### config.mk
export PLATFORM = sky130hd
export DESIGN_NAME = clock_step_ctrl
export DESIGN_NICKNAME = d
export VERILOG_FILES = /design/src/rtl/clock_pkg.sv /design/src/rtl/key_edge.sv /design/src/rtl/clock_step_ctrl.sv
export SDC_FILE = /design/constraint.sdc
export NUM_CORES = 1
export LEC_CHECK = 0
export ABC_AREA = 0
export ABC_CLOCK_PERIOD_IN_PS = 1800
export BUFFER_PORTS_ARGS = -buffer_cell sky130_fd_sc_hd__buf_2
export CAP_MARGIN = 15
export CORE_AREA = 5 5 96 80
export DETAILED_ROUTE_END_ITERATION = 10
export DIE_AREA = 0 0 101 85
export PLACE_DENSITY = 0.82
export RECOVER_POWER = 50
export SYNTH_ARGS = -nofsm -noshare
export SYNTH_HDL_FRONTEND = slang
export SYNTH_SLANG_ARGS = --single-unit
### constraint.sdc
create_clock -name clk -period 1.8 [get_ports clk]
set_clock_uncertainty 0.2 [all_clocks]
set_input_delay 0.18 -clock clk [delete_from_list [all_inputs] [get_ports clk]]
set_output_delay 0.18 -clock clk [all_outputs]
set_load 0.05 [all_outputs]
### src/rtl/clock_pkg.sv
// clock_pkg: shared definitions for the digital-clock counter chain.
// Holds the operating-mode encoding and the terminal values that the
// seconds/minutes/hours counters wrap on.
package clock_pkg;

  localparam int MODE_W = 2;

  typedef enum logic [MODE_W-1:0] {
    RUN      = 2'd0,
    SET_HOUR = 2'd1,
    SET_MIN  = 2'd2,
    SET_SEC  = 2'd3
  } mode_t;

  localparam int SEC_MAX  = 59;
  localparam int MIN_MAX  = 59;
  localparam int HOUR_MAX = 23;

  // Mode key walks the ring RUN -> SET_HOUR -> SET_MIN -> SET_SEC -> RUN.
  function automatic mode_t next_mode(input mode_t m);
    case (m)
      RUN:      return SET_HOUR;
      SET_HOUR: return SET_MIN;
      SET_MIN:  return SET_SEC;
      default:  return RUN;
    endcase
  endfunction

endpackage

### src/rtl/key_edge.sv
// key_edge: turns an asynchronous active-high board key into a one-cycle
// registered event on its rising edge. A 2-flop synchronizer brings the key
// into the clk domain; with CLOCK_KEY_DEBOUNCE_EN defined, a debounce stage
// only passes a new level once it has been stable for DEB_CYCLES cycles.
module key_edge
  import clock_pkg::*;
#(
  parameter int DEB_CYCLES = 1_000_000
) (
  input  logic clk,
  input  logic rst,
  input  logic key,
  output logic evt
);

  logic sync1;
  logic sync2;
  logic level;
  logic level_q;

  // Two-flop synchronizer for the asynchronous key input.
  always_ff @(posedge clk or negedge rst) begin
    if (!rst) begin
      sync1 <= 1'b0;
      sync2 <= 1'b0;
    end else begin
      sync1 <= key;
      sync2 <= sync1;
    end
  end

`ifdef CLOCK_KEY_DEBOUNCE_EN
  localparam int DW = $clog2(DEB_CYCLES + 1);
  localparam logic [DW-1:0] DEB_LAST = DW'(DEB_CYCLES - 1);

  logic [DW-1:0] deb_cnt;
  logic          deb;

  // Debounce: count consecutive cycles the synchronized key differs from
  // the accepted level; adopt the new level on the DEB_CYCLES-th such cycle.
  always_ff @(posedge clk or negedge rst) begin
    if (!rst) begin
      deb_cnt <= '0;
      deb     <= 1'b0;
    end else if (sync2 == deb) begin
      deb_cnt <= '0;
    end else if (deb_cnt == DEB_LAST) begin
      deb_cnt <= '0;
      deb     <= sync2;
    end else begin
      deb_cnt <= deb_cnt + 1'b1;
    end
  end

  assign level = deb;
`else
  localparam int unused_deb_cycles = DEB_CYCLES;

  assign level = sync2;
`endif

  // Rising-edge detect, registered so the event is a clean one-cycle pulse.
  always_ff @(posedge clk or negedge rst) begin
    if (!rst) begin
      level_q <= 1'b0;
      evt     <= 1'b0;
    end else begin
      level_q <= level;
      evt     <= level & ~level_q;
    end
  end

endmodule

### src/rtl/clock_step_ctrl.sv
// clock_step_ctrl: mode and sequencing controller for the clock counters.
// Generates the seconds timebase, cascades step strobes in RUN, steps the
// selected field from the increment key in the set modes, and drives the
// blink enable for the field being set. Key debounce is built only when
// CLOCK_KEY_DEBOUNCE_EN is defined (see key_edge).
module clock_step_ctrl
  import clock_pkg::*;
#(
  parameter int DIV        = 50_000_000,
  parameter int DEB_CYCLES = 1_000_000
) (
  input  logic        clk,
  input  logic        rst,
  input  logic [17:0] SW,
  input  logic        key_mode,
  input  logic        key_inc,
  input  logic        sec_max,
  input  logic        min_max,
  output logic        sec_step,
  output logic        min_step,
  output logic        hour_step,
  output logic [1:0]  mode,
  output logic        blink
);

  localparam int PW = $clog2(DIV);
  localparam logic [PW-1:0] PRE_LAST = PW'(DIV - 1);

  localparam int HALF = DIV / 2;
  localparam int BW   = (HALF > 1) ? $clog2(HALF) : 1;
  localparam logic [BW-1:0] BLINK_LAST = BW'(HALF - 1);

  mode_t         state_q;
  mode_t         state_d;
  logic          mode_evt;
  logic          inc_evt;
  logic          inc_ok;
  logic          pause;
  logic          tick;
  logic [PW-1:0] pre_q;
  logic [BW-1:0] bcnt_q;
  logic          sec_d;
  logic          min_d;
  logic          hour_d;
  logic          unused_sw;

  assign pause     = SW[0];
  assign unused_sw = ^SW[17:1];

  key_edge #(.DEB_CYCLES(DEB_CYCLES)) u_mode_key (
    .clk (clk),
    .rst (rst),
    .key (key_mode),
    .evt (mode_evt)
  );

  key_edge #(.DEB_CYCLES(DEB_CYCLES)) u_inc_key (
    .clk (clk),
    .rst (rst),
    .key (key_inc),
    .evt (inc_evt)
  );

  // A mode change wins over a simultaneous increment.
  assign inc_ok = inc_evt & ~mode_evt;

  // The timebase fires only while actually counting in RUN.
  assign tick = (state_q == RUN) && !pause && (pre_q == PRE_LAST);

  // Mode state register.
  always_ff @(posedge clk or negedge rst) begin
    if (!rst) begin
      state_q <= RUN;
    end else begin
      state_q <= state_d;
    end
  end

  // Next mode and step decode: cascade on ticks in RUN, single field in set modes.
  always_comb begin
    state_d = state_q;
    sec_d   = 1'b0;
    min_d   = 1'b0;
    hour_d  = 1'b0;
    if (mode_evt) begin
      state_d = next_mode(state_q);
    end
    case (state_q)
      RUN: begin
        sec_d  = tick;
        min_d  = tick & sec_max;
        hour_d = tick & sec_max & min_max;
      end
      SET_HOUR: hour_d = inc_ok;
      SET_MIN:  min_d  = inc_ok;
      SET_SEC:  sec_d  = inc_ok;
    endcase
  end

  // Prescaler: runs in RUN, holds while paused, cleared in any set mode.
  always_ff @(posedge clk or negedge rst) begin
    if (!rst) begin
      pre_q <= '0;
    end else if (state_q != RUN) begin
      pre_q <= '0;
    end else if (!pause) begin
      pre_q <= tick ? '0 : pre_q + 1'b1;
    end
  end

  // Registered step strobes, each high for a single cycle.
  always_ff @(posedge clk or negedge rst) begin
    if (!rst) begin
      sec_step  <= 1'b0;
      min_step  <= 1'b0;
      hour_step <= 1'b0;
    end else begin
      sec_step  <= sec_d;
      min_step  <= min_d;
      hour_step <= hour_d;
    end
  end

  // Blink: solid in RUN, restarts high on every mode change, then toggles every DIV/2 cycles.
  always_ff @(posedge clk or negedge rst) begin
    if (!rst) begin
      bcnt_q <= '0;
      blink  <= 1'b1;
    end else if (mode_evt || (state_q == RUN)) begin
      bcnt_q <= '0;
      blink  <= 1'b1;
    end else if (bcnt_q == BLINK_LAST) begin
      bcnt_q <= '0;
      blink  <= ~blink;
    end else begin
      bcnt_q <= bcnt_q + 1'b1;
    end
  end

  assign mode = state_q;

endmodule

# Word level (Yosys, flattened, before mapping)
# Cells that the tools add are included.
word_totals:
  word_cells: 50
  regBits: 65
  input_bits: 24
op_classes:
  n_reduce_logical: 7
  bitwise_logic: 9
  eq_ne: 6
  muxes: 11
  n_addsub: 2
op_table:
  columns: ["operator", "n"]
  rows:
  - ["$mux 26", 3]
  - ["$mux 25", 2]
  - ["$add 26x1->26 const B", 1]
  - ["$eq 26x26->1 const B", 1]
  - ["$add 25x1->25 const B", 1]
  - ["$eq 25x25->1 const B", 1]
  - ["$pmux 1 s2", 3]
  - ["$pmux 2 s3", 1]
  - ["$and 1x1->1", 5]
  - ["$eq 2x2->1 const B", 2]
  - ["$not 1->1", 4]
  - ["$reduce_bool 2->1", 2]
  - ["$eq 2x1->1 const B", 1]
  - ["$logic_and 1x1->1", 2]
  - ["$logic_not 2->1", 1]
  - ["$mux 1", 2]
  - ["$ne 2x1->1 const B", 1]
  - ["$logic_not 1->1", 1]
  - ["$logic_or 1x1->1", 1]

# Longest topological paths before layout
# Gate-level depths: netlist of the first run.
logic_depth:
  word_depth: 6
  mapped_depth: 8

# By module
# A second synthesis of the first run with hierarchy kept.
unflattened:
  hier_cells: 359
  area_unflattened_um2: 3385.7
modules_own_cells:
  columns: ["mod", "instances", "area_per_inst_um2", "seq_area_each_um2", "cells_each"]
  rows:
  - ["clock_step_ctrl", 1, 3158.0, 1427.6, 349]
  - ["key_edge", 2, 113.9, 100.1, 5]

# Least setup slack after synthesis of the first run
# Ideal clock, no wire load.
synth_path:
  kind: "reg2reg"
  start: "register state_q[0] (netlist: mode[0])"
  end: "register pre_q[18]"
  n_path_buf: 3
  setup_time_ns: 0.132
  arrival_ns: 1.868
  period_less_slack_ns: 2.200
  slack_ns: -0.400
  t_required_ns: 1.468
  path_stages_with_launch: 8
  path_cell_list: "dfrtp_1 -> inv_1 -> ha_1 -> clkbuf_1 -> inv_1 -> clkbuf_1 -> clkbuf_1 -> nor2_1"
synth_between:
  elab_chain_len: 6
  elab_cells_between_ends: 8
  cone_classes: "eq/ne: 1; mux: 3; reduce/logical: 4"
synth_lines:
  columns: ["item", "line", "rtl"]
  rows:
  - ["from (decl)", "clock_step_ctrl.sv:33", "mode_t state_q;"]
  - ["from (signal assigned)", "clock_step_ctrl.sv:75", "state_q <= state_d;"]
  - ["$logic_not 2->1", "clock_step_ctrl.sv:68", "assign tick = (state_q == RUN) && !pause && (pre_q == PRE_LAST);"]
  - ["$logic_and 1x1->1 (2 in a row)", "clock_step_ctrl.sv:68", null]
  - ["$mux 26", "clock_step_ctrl.sv:107", "pre_q <= tick ? '0 : pre_q + 1'b1;"]
  - ["$mux 26", "clock_step_ctrl.sv:106", "end else if (!pause) begin"]
  - ["$mux 26", "clock_step_ctrl.sv:104", "end else if (state_q != RUN) begin"]
  - ["to (signal assigned)", "clock_step_ctrl.sv:107", null]
  - ["to (decl)", "clock_step_ctrl.sv:40", "logic [PW-1:0] pre_q;"]
# Several ways; a longest one is shown, not always the timed one. The select of a mux whose other input is x is not followed.
# A chain may end at the register's enable or synchronous reset.

# Worst setup path after layout of the first run
layout_path:
  start: "register pre_q[9]"
  end: "register pre_q[14]"
layout_between:
  elab_chain_len: 5
  elab_cells_between_ends: 6
  cone_classes: "add/sub: 1; eq/ne: 1; mux: 3; reduce/logical: 1"
layout_lines:
  columns: ["item", "line"]
  rows:
  - ["parallel branches: the longest is 2 deep, another holds $add 26x1->26", null]
  - ["$mux 26 (*)", "clock_step_ctrl.sv:107"]
  - ["$mux 26 (*)", "clock_step_ctrl.sv:106"]
  - ["$mux 26 (*)", "clock_step_ctrl.sv:104"]
# Mark *: on every way between the ends. The select of a mux whose other input is x is not followed.

==> impl_metrics.tcl, run 1 <==
set metrics [dict create \
    core_um2 6660 \
    placedCellCount 504 \
    powerDensity_nw_per_um2 867 \
    grt_pass1_wl_mm 17.9 \
    drt-initial-drc-count 606 \
    final_core_util 0.791 \
    sequentialPowerShare 0.354 \
    yosysTopAreaCell "dfrtp_1" \
    yosysSeqAreaShare 0.483 \
    insertion_delay_ps 380 \
    critPathKind "flip-flop to flip-flop" \
    ant_nets 0 \
    async_flop_share 1.00 \
    cts_buffers 9 \
    wl_mm 14.2 \
    relSlewSlack 0.596 \
    wire_per_inst_um 25.5 \
    critPathTopFamily "simple AND/OR/NAND/NOR gates" \
    hold_ws_ps 159 \
    cpPeakStageDelay_ps 440 \
    port_buffers 12 \
    worst_slack_ps -339 \
    cts_max_path_buffers 2 \
    syn_avg_cell_area_um2 9.63 \
    layout.nets 495 \
    grt_pass1_vias 3515 \
    final_cells 557 \
    ios 30 \
    chipHeight_um 85 \
    gp_congestion 0.859 \
    ir_worst_vdd_mv 0.914 \
    min_period_ps 2140 \
    p_leak_nw 2.24 \
    grt_max_degree 27 \
    setup_viol 51 \
    route.detailed.drc 0 \
    avgViaCountPerCell 6.77 \
    worstRegToRegCells 7 \
    initial_core_util 0.506 \
    yosysWarningCount 0 \
    dieArea_um2 8590 \
    path_cells "buf_6 -> nand4_4 -> buf_4 -> nor4_2 -> nand3_1 -> or3_1 -> o22ai_1" \
    rr_startpoint "pre_q[9]" \
    postSynthCellCount 350 \
    switching_power_mw 1.71 \
    path_clk_slew_ps 80 \
    hold_class "input port to asynchronous set/reset pin" \
    cts_tree "yes" \
    ys_ff_latch 65 \
    grt_use_total 0.267 \
    drive_gt1_frac 0.504 \
    fmax_ghz 0.468 \
    areaGrowthSynthToFinish_pct 56.1 \
    power_frac_clock 0.287 \
    r2r_setup_slack_ps -340 \
    numClockSinks 65 \
    period_share 1.19 \
    swShare 0.376 \
    root_buffer "clkbuf_8" \
    synth_area_leaders "dfrtp_1, nand3_1, xor2_1" \
    yosys.area.top_type_share 0.475 \
    finalMaxSlewViolations 0 \
    p_comb_frac 0.359 \
    final_cell_mix "buf_4, dfrtp_1, nand2_1, nand3_1" \
    antenna_found_initial 0 \
    die_w_um 101 \
    worst_pin_slew_ps 606 \
    worstPathArrival_ps 2240 \
    dr.pass1.iters 5 \
    htreeDepth 3 \
    p_total_mw 4.56 \
    dpl.hpwl_mm 5.67 \
    worst-endpoint-required_ps 1900 \
    rsz0062_at_grt "true" \
    startpoint_type "flip-flop" \
    final_hold_viol_count 0 \
    synth_area_um2 3370 \
    worstPathMaxFanout 4 \
    synth_ff_type "dfrtp_1" \
    reg2reg_to "pre_q[14]" \
    layout_commonest_cell "buf_4" \
    num_vias 3772 \
    cp_num_buf_inv 2 \
    diodes 0 \
    gr-total-overflow 0 \
    max_cap_viol_count 0 \
    num_rows 27 \
    synth-edff-count 0 \
    cpMaxStageDelayCell "dfrtp_2" \
    internal-power_mw 2.85 \
    violations "setup timing" \
    syn-num-nets 380 \
    worst_setup_path_end_kind "flip-flop" \
    outcome "finished, violations left" \
    yosysUniqueCellTypes 44 \
]
## repair_timing
action / 4_1_cts / 5_1_grt
buffers inserted: 14 / 14
hold endpoints to repair: 25 / 0
endpoints found under the setup margin: 50 / 50
hold buffers: 5 / 0
cloned: 2 / 3
gates resized for setup: 48 / 98
pin swaps: 11 / 26
## worst reg2reg max path, delay by kind of cell, from the launching register on
kind | cells | cell delay (ps)
AND/OR/NAND/NOR | 4 | 960
flip-flops | 1 | 440
AO/OA/AOI/OAI | 1 | 150
buffers and inverters | 2 | 320
## metal layers
layer	up-vias	track usage	part of all wire
met5	-	0	0
met4	0	0.164	0.060
met3	105	0.0592	0.11
met2	363	0.409	0.47
met1	1811	0.343	0.37
li1	1493	-	-
## power by group through the flow
| stage | logic [mW] | registers (mW) | clock network [mW] |
|---|---|---|---|
| 2_1_floorplan | 0.526 | 1.73 | 0 |
| 3_3_place_gp | 0.907 | 1.62 | 0 |
| 3_5_place_dp | 0.948 | 1.62 | 0 |
| 4_1_cts | 1.15 | 1.59 | 1.24 |
| 5_1_grt | 1.69 | 1.62 | 1.36 |
| 6_report | 1.64 | 1.61 | 1.31 |
## metrics by stage
step	setup WS [ps]	area (µm²)	TNS [ps]
floorplan	-91.8	3430	-2160
global placement	-156	4070	-4470
detailed placement	-159	4070	-5450
CTS	-108	4670	-1080
global route	-347	5260	-10660
finish	-339	5260	-8040
## how the worst max path moves through the flow
stage	from	end	cells after the start
after floorplan	mode[1]	bcnt_q[0]	7
after global placement	pre_q[24]	sec_step	5
after detailed placement	pre_q[24]	sec_step	5
after CTS	pre_q[9]	pre_q[16]	7
after global routing	pre_q[9]	pre_q[14]	7
final	pre_q[9]	pre_q[14]	7
## synthesized netlist by cell type, types with 4 or more instances
master / count
xor2_1: 17
and4_1: 7
o32ai_1: 4
nand2b_1: 4
nand3_1: 33
nor2b_1: 5
a21oi_1: 18
nor3_1: 4
xnor2_1: 13
ha_1: 6
nand4_1: 12
clkbuf_1: 9
nor2_1: 38
buf_2: 6
or3_1: 12
o22ai_1: 8
nor4_1: 6
and3_1: 6
nand2_1: 31
inv_1: 9
dfrtp_1: 64
## cell families after synthesis
family | Yosys count | synth area share
simple gates | 182 | 0.309
flops | 65 | 0.483
compound gates | 42 | 0.0776
xor+xnor | 30 | 0.0780
buf+inv | 25 | 0.0301
fa+ha+maj | 6 | 0.0223
## area by class of cell
class | instances | area [µm²]
Clock buffer | 13 | 149
Clock inverter | 3 | 40.0
Fill cell | 286 | 1390
Inverter | 10 | 41.3
Multi-Input combinational cell | 260 | 2230
Sequential cell | 65 | 1640
Tap cell | 87 | 109
Timing Repair Buffer | 119 | 1050
## flip-flops by register name, indices dropped and copies added (netlist names)
register / count
bcnt_q: 25
blink: 1
hour_step: 1
min_step: 1
mode: 2
pre_q: 26
sec_step: 1
u_inc_key.evt: 1
u_inc_key.level: 1
u_inc_key.level_q: 1
u_inc_key.sync1: 1
u_mode_key.evt: 1
u_mode_key.level: 1
u_mode_key.level_q: 1
u_mode_key.sync1: 1
(Power assumes the default switching activity.)
==> run 2: changes to the inputs <==
- ABC_CLOCK_PERIOD_IN_PS: 1800 -> 2400
- CORE_AREA: 5 5 96 80 -> 5 5 94 79
- DIE_AREA: 0 0 101 85 -> 0 0 99 84
- clock period: 1.8 -> 2.4 ns (I/O delays scaled with it)
==> impl_metrics.tcl, run 2 (synthesis results as in run 1) <==
set metrics [dict create \
    multiInputGateArea_um2 1640 \
    chipHeight_um 84 \
    switching_power_mw 0.924 \
    wire_per_inst_um 15.6 \
    worst-endpoint-required_ps 2410 \
    port_buffers 12 \
    antenna_found_initial 0 \
    worstPathMaxFanout 13 \
    setup_viol 0 \
    worst_slack_ps 250 \
    final_cell_mix "dfrtp_1, nor2_1, nand3_1, nand2_1, a21oi_1" \
    gp_congestion 0.842 \
    grt_use_total 0.188 \
    fillCellCount 518 \
    rsz0062_at_grt "false" \
    num_vias 2707 \
    dr.pass1.iters 5 \
    ios 30 \
    drive_gt1_frac 0.131 \
    wl_met2_mm 3.35 \
    hold_path_end "u_mode_key.level" \
    insertion_delay_ps 350 \
    seq_area_um2 1630 \
    ir_worst_vdd_mv 0.726 \
    cts_max_path_buffers 2 \
    p_leak_nw 1.58 \
    design_area_um2 3830 \
    initial_core_util 0.517 \
    die_w_um 99 \
    pre_cts_slack_ps 310 \
    htreeDepth 3 \
    worst_setup_path_end_kind "flip-flop" \
    outcome "finished clean" \
    final_hold_viol_count 0 \
    r2r_setup_slack_ps 250 \
    cts_buffers 9 \
    num_rows 27 \
    ant_nets 0 \
    layout_commonest_cell "dfrtp_1" \
    routed.top_layer "met4" \
    regMostFlops "pre_q" \
    route.detailed.drc 0 \
    grt_pass1_wl_mm 12.7 \
    grt_max_degree 49 \
    sequentialPowerShare 0.418 \
    grt_pass1_vias 2708 \
    startpoint_type "flip-flop" \
    powerDensity_nw_per_um2 760 \
    dpl_cell_area_um2 3540 \
    hold_class "flip-flop to flip-flop" \
    route.met3.wl_um 361 \
    rr_startpoint "pre_q[9]" \
    final_cells 462 \
    worstRegToRegCells 5 \
    wl_mm 7.22 \
    worstHoldStart "u_mode_key.sync1" \
    layout.nets 400 \
    relSlewSlack 0.291 \
    gr-total-overflow 0 \
    avgViaCountPerCell 5.86 \
    placedCellCount 441 \
    holdPathStages 0 \
    power_frac_clock 0.388 \
    cts_tree "yes" \
    worst_pin_slew_ps 1060 \
    largest_reg_flops 26 \
    period_share 0.896 \
    core_um2 6520 \
    root_buffer "clkbuf_8" \
    wl_met1_mm 3.29 \
    max_cap_viol_count 0 \
    internal-power_mw 1.99 \
    finalMaxSlewViolations 0 \
    path_clk_slew_ps 70 \
    min_period_ps 2150 \
    swShare 0.317 \
    worstPathArrival_ps 2160 \
    dieArea_um2 8320 \
    final_core_util 0.588 \
    fin_tns_setup_ps 0 \
    drt-initial-drc-count 279 \
    numClockSinks 65 \
    diodes 0 \
    reg2reg_to "pre_q[25]" \
    p_comb_frac 0.194 \
    critPathKind "flip-flop to flip-flop" \
    areaGrowthSynthToFinish_pct 13.7 \
    dpl.hpwl_mm 4.68 \
    fmax_ghz 0.465 \
]
## run 2: through the flow
stage / total power, mW / hold slack (ps)
floorplan: 1.60 / -256
global placement: 1.76 / -3.45
detailed placement: 1.78 / 5.09
CTS: 2.92 / 160
global route: 3.04 / 170
finish: 2.91 / 157
## run 2: how the worst max path moves through the flow
stage | from | cells after the start | slack, ps | endpoint
2_1_floorplan | mode[0] | 7 | 200 | pre_q[18]
3_3_place_gp | pre_q[9] | 5 | 340 | pre_q[3]
3_5_place_dp | pre_q[9] | 5 | 310 | pre_q[3]
4_1_cts | pre_q[9] | 5 | 280 | pre_q[3]
5_1_grt | pre_q[9] | 5 | 100 | pre_q[5]
6_report | pre_q[9] | 5 | 250 | pre_q[25]
## run 2: critical path, cell delays in order (launching register included)
cell and delay [ps]:
dfrtp_1 460, nor4b_1 290, and4_1 220, nand4_1 160, nand2b_1 480, o22ai_1 190
## run 2: what timing repair did
action	in CTS	in global routing
setup buffers	0	0
hold buffers	5	0
hold endpoints to repair	21	0
resized for setup	0	0
setup endpoints to repair	0	0
## run 2: per-layer routing
layer | global-route usage | vias up
met3 | 0.0343 | 23
met4 | 0.0980 | 0
li1 | - | 1295
met1 | 0.255 | 1296
met5 | 0 | -
met2 | 0.285 | 93
## run 2: final cells by class
type | instances | share of cell area
inverters | 10 | 0.00979
multi-input cells | 260 | 0.428
well taps | 87 | 0.0284
flip-flops and latches | 65 | 0.425
repair buffers | 24 | 0.0454
clock inverters | 7 | 0.0310
clock buffers | 9 | 0.0323
## run 2: power by group through the flow
stage | clock [mW] | combinational, mW | sequential, mW
5_1_grt | 1.19 | 0.630 | 1.23
6_report | 1.13 | 0.566 | 1.22
4_1_cts | 1.14 | 0.562 | 1.22
3_3_place_gp | 0 | 0.529 | 1.23
2_1_floorplan | 0 | 0.311 | 1.29
3_5_place_dp | 0 | 0.547 | 1.24
==> run 3: changes to the inputs <==
- ABC_AREA: 0 -> 1
- CORE_AREA: 5 5 94 79 -> 5 5 99 83
- CTS_CLUSTER_DIAMETER: default -> 80
- DIE_AREA: 0 0 99 84 -> 0 0 104 88
- SLEW_MARGIN: default -> 30
==> impl_metrics.tcl, run 3 <==
set metrics [dict create \
    outcome "finished clean" \
    synth_area_um2 3790 \
    die_w_um 104 \
    grt_use_total 0.197 \
    numClockSinks 65 \
    yosys.area.top_type_share 0.422 \
    fin_tns_setup_ps 0 \
    avgViaCountPerCell 5.25 \
    yosysWarningCount 0 \
    p_comb_frac 0.207 \
    wire_per_inst_um 12.8 \
    cts_tree "yes" \
    grt_pass1_vias 3162 \
    yosysTopAreaCell "dfrtp_1" \
    finalMaxSlewViolations 0 \
    switching_power_mw 0.986 \
    setup_viol 0 \
    async_flop_share 1.00 \
    yosysUniqueCellTypes 30 \
    critPathKind "flip-flop to flip-flop" \
    rsz0062_at_grt "false" \
    path_clk_slew_ps 80 \
    worst_slack_ps 435 \
    gp_congestion 0.947 \
    synth_xor_area_frac 0.0439 \
    yosysMostFrequentCell "nand2_1" \
    chipHeight_um 88 \
    sequentialPowerShare 0.442 \
    worstPathMaxFanout 15 \
    period_share 0.819 \
    synth-simple-area-share 0.393 \
    final_hold_viol_count 0 \
    power_frac_clock 0.352 \
    min_period_ps 1960 \
    diodes 0 \
    insertion_delay_ps 340 \
    p_leak_nw 1.86 \
    drt-initial-drc-count 264 \
    dpl_cell_area_um2 3960 \
    route.detailed.drc 0 \
    swShare 0.353 \
    synth_common_cells "nand2_1, nor2_1, dfrtp_1" \
    dr.pass1.iters 5 \
    fmax_ghz 0.509 \
    worst_setup_path_end_kind "flip-flop" \
    cpPeakStageDelay_ps 430 \
    synth_ff_type "dfrtp_1" \
    dieArea_um2 9150 \
    cts_buffers 9 \
    seq_area_um2 1630 \
    gr-total-overflow 0 \
    ios 30 \
    cpMaxStageDelayCell "dfrtp_1" \
    synth_area_leaders "dfrtp_1, nand2_1, nor2_1" \
    ant_nets 0 \
    root_buffer "clkbuf_8" \
    regMostFlops "pre_q" \
    max_cap_viol_count 0 \
    initial_core_util 0.531 \
    cp_num_buf_inv 1 \
    yosysSeqAreaShare 0.429 \
    synth_compound_area_frac 0.0478 \
    cp_common_cell "nand2_1" \
    relSlewSlack 0.0589 \
    postSynthCellCount 521 \
    final_cell_mix "nand2_1, nor2_1, dfrtp_1, inv_1, nand3_1" \
    worst-endpoint-required_ps 2480 \
    multiInputGateArea_um2 1910 \
    syn_avg_cell_area_um2 7.28 \
    wl_mm 8.22 \
    drive_gt1_frac 0.122 \
    cts_resized 0 \
    design_area_um2 4190 \
    pre_cts_slack_ps 481 \
    grt_max_degree 66 \
    synth-edff-count 0 \
    path_cells "ha_1 -> nand3_2 -> inv_2 -> nand2_1 -> nor2_4 -> a21oi_4 -> nand3_1 -> nand2_1" \
    post_cts_buffers 0 \
    synthMuxAreaShare 0 \
    areaGrowthSynthToFinish_pct 10.5 \
    synth_fa_ha_area_frac 0.0198 \
    startpoint_type "flip-flop" \
    synth_top_family_by_area "simple AND/OR/NAND/NOR gates" \
    fillCellCount 641 \
    powerDensity_nw_per_um2 667 \
    cts_hold_buf 4 \
    critPathTopFamily "simple AND/OR/NAND/NOR gates" \
    ys_ff_latch 65 \
    worstPathArrival_ps 2040 \
    antenna_found_initial 0 \
    layout_commonest_cell "nand2_1" \
    ir_worst_vdd_mv 0.589 \
    cts_max_path_buffers 2 \
    core_um2 7150 \
    worst_pin_slew_ps 1410 \
    num_rows 28 \
    syn-num-nets 551 \
    grt_pass1_wl_mm 14.7 \
    dpl.hpwl_mm 5.81 \
    largest_reg_flops 26 \
    num_vias 3357 \
    layout.nets 575 \
    port_buffers 12 \
    final_core_util 0.587 \
    htreeDepth 3 \
    internal-power_mw 1.81 \
    hold_class "input port to flip-flop" \
]
[run 3: cell families (layout without fill, tap and decap cells)]
family | Yosys count | after routing
adder cells (fa/ha/maj) | 6 | 6
AO/OA/AOI/OAI | 29 | 29
XOR/XNOR | 19 | 19
AND/OR/NAND/NOR | 339 | 339
buffers and inverters | 63 | 92
flip-flops | 65 | 65
[run 3: worst paths after layout]
path,startpoint,to,slack [ps],cells after the start
max,pre_q[0],pre_q[15],440,8
max reg2reg,pre_q[0],pre_q[15],440,8
max in group asynchronous,rst,bcnt_q[14],490,3
min,min_max,hour_step,20,5
min in group asynchronous,rst,pre_q[22],630,3
min reg2reg,u_mode_key.sync1,u_mode_key.level,160,0
[run 3: tightest hold or removal path, delay by kind of cell]
kind	cells	cell delay (ps)
simple gates	3	170
buf+inv	2	110
[run 3: stage by stage]
stage	power (mW)	std cells	hold slack [ps]
floorplan	1.69	521	-256
global placement	1.81	620	76.7
detailed placement	1.83	620	81.2
CTS	2.82	640	14.8
global route	2.96	640	48.1
finish	2.79	640	17.8
[run 3: area by class of cell]
type / count / area share
Clock buffer: 9 / 0.0295
Clock inverter: 7 / 0.0200
Inverter: 58 / 0.0519
Multi-Input combinational cell: 393 / 0.457
Sequential cell: 65 / 0.388
Tap cell: 90 / 0.0269
Timing Repair Buffer: 18 / 0.0269
[run 3: power by group through the flow]
stage | registers [mW] | clock network, mW | logic (mW)
global placement | 1.25 | 0 | 0.561
floorplan | 1.35 | 0 | 0.340
detailed placement | 1.25 | 0 | 0.578
CTS | 1.23 | 0.999 | 0.585
global route | 1.25 | 1.05 | 0.656
finish | 1.23 | 0.982 | 0.577
[run 3: routing by layer]
layer  share of wire  wire length, µm  vias to the layer above  GRT usage
met5               0                0                        -          0
met4           0.011               89                        0     0.0741
met3           0.072              596                        9     0.0317
met2            0.43             3560                      112      0.287
met1            0.48             3970                     1556      0.295
li1                -                -                     1680          -
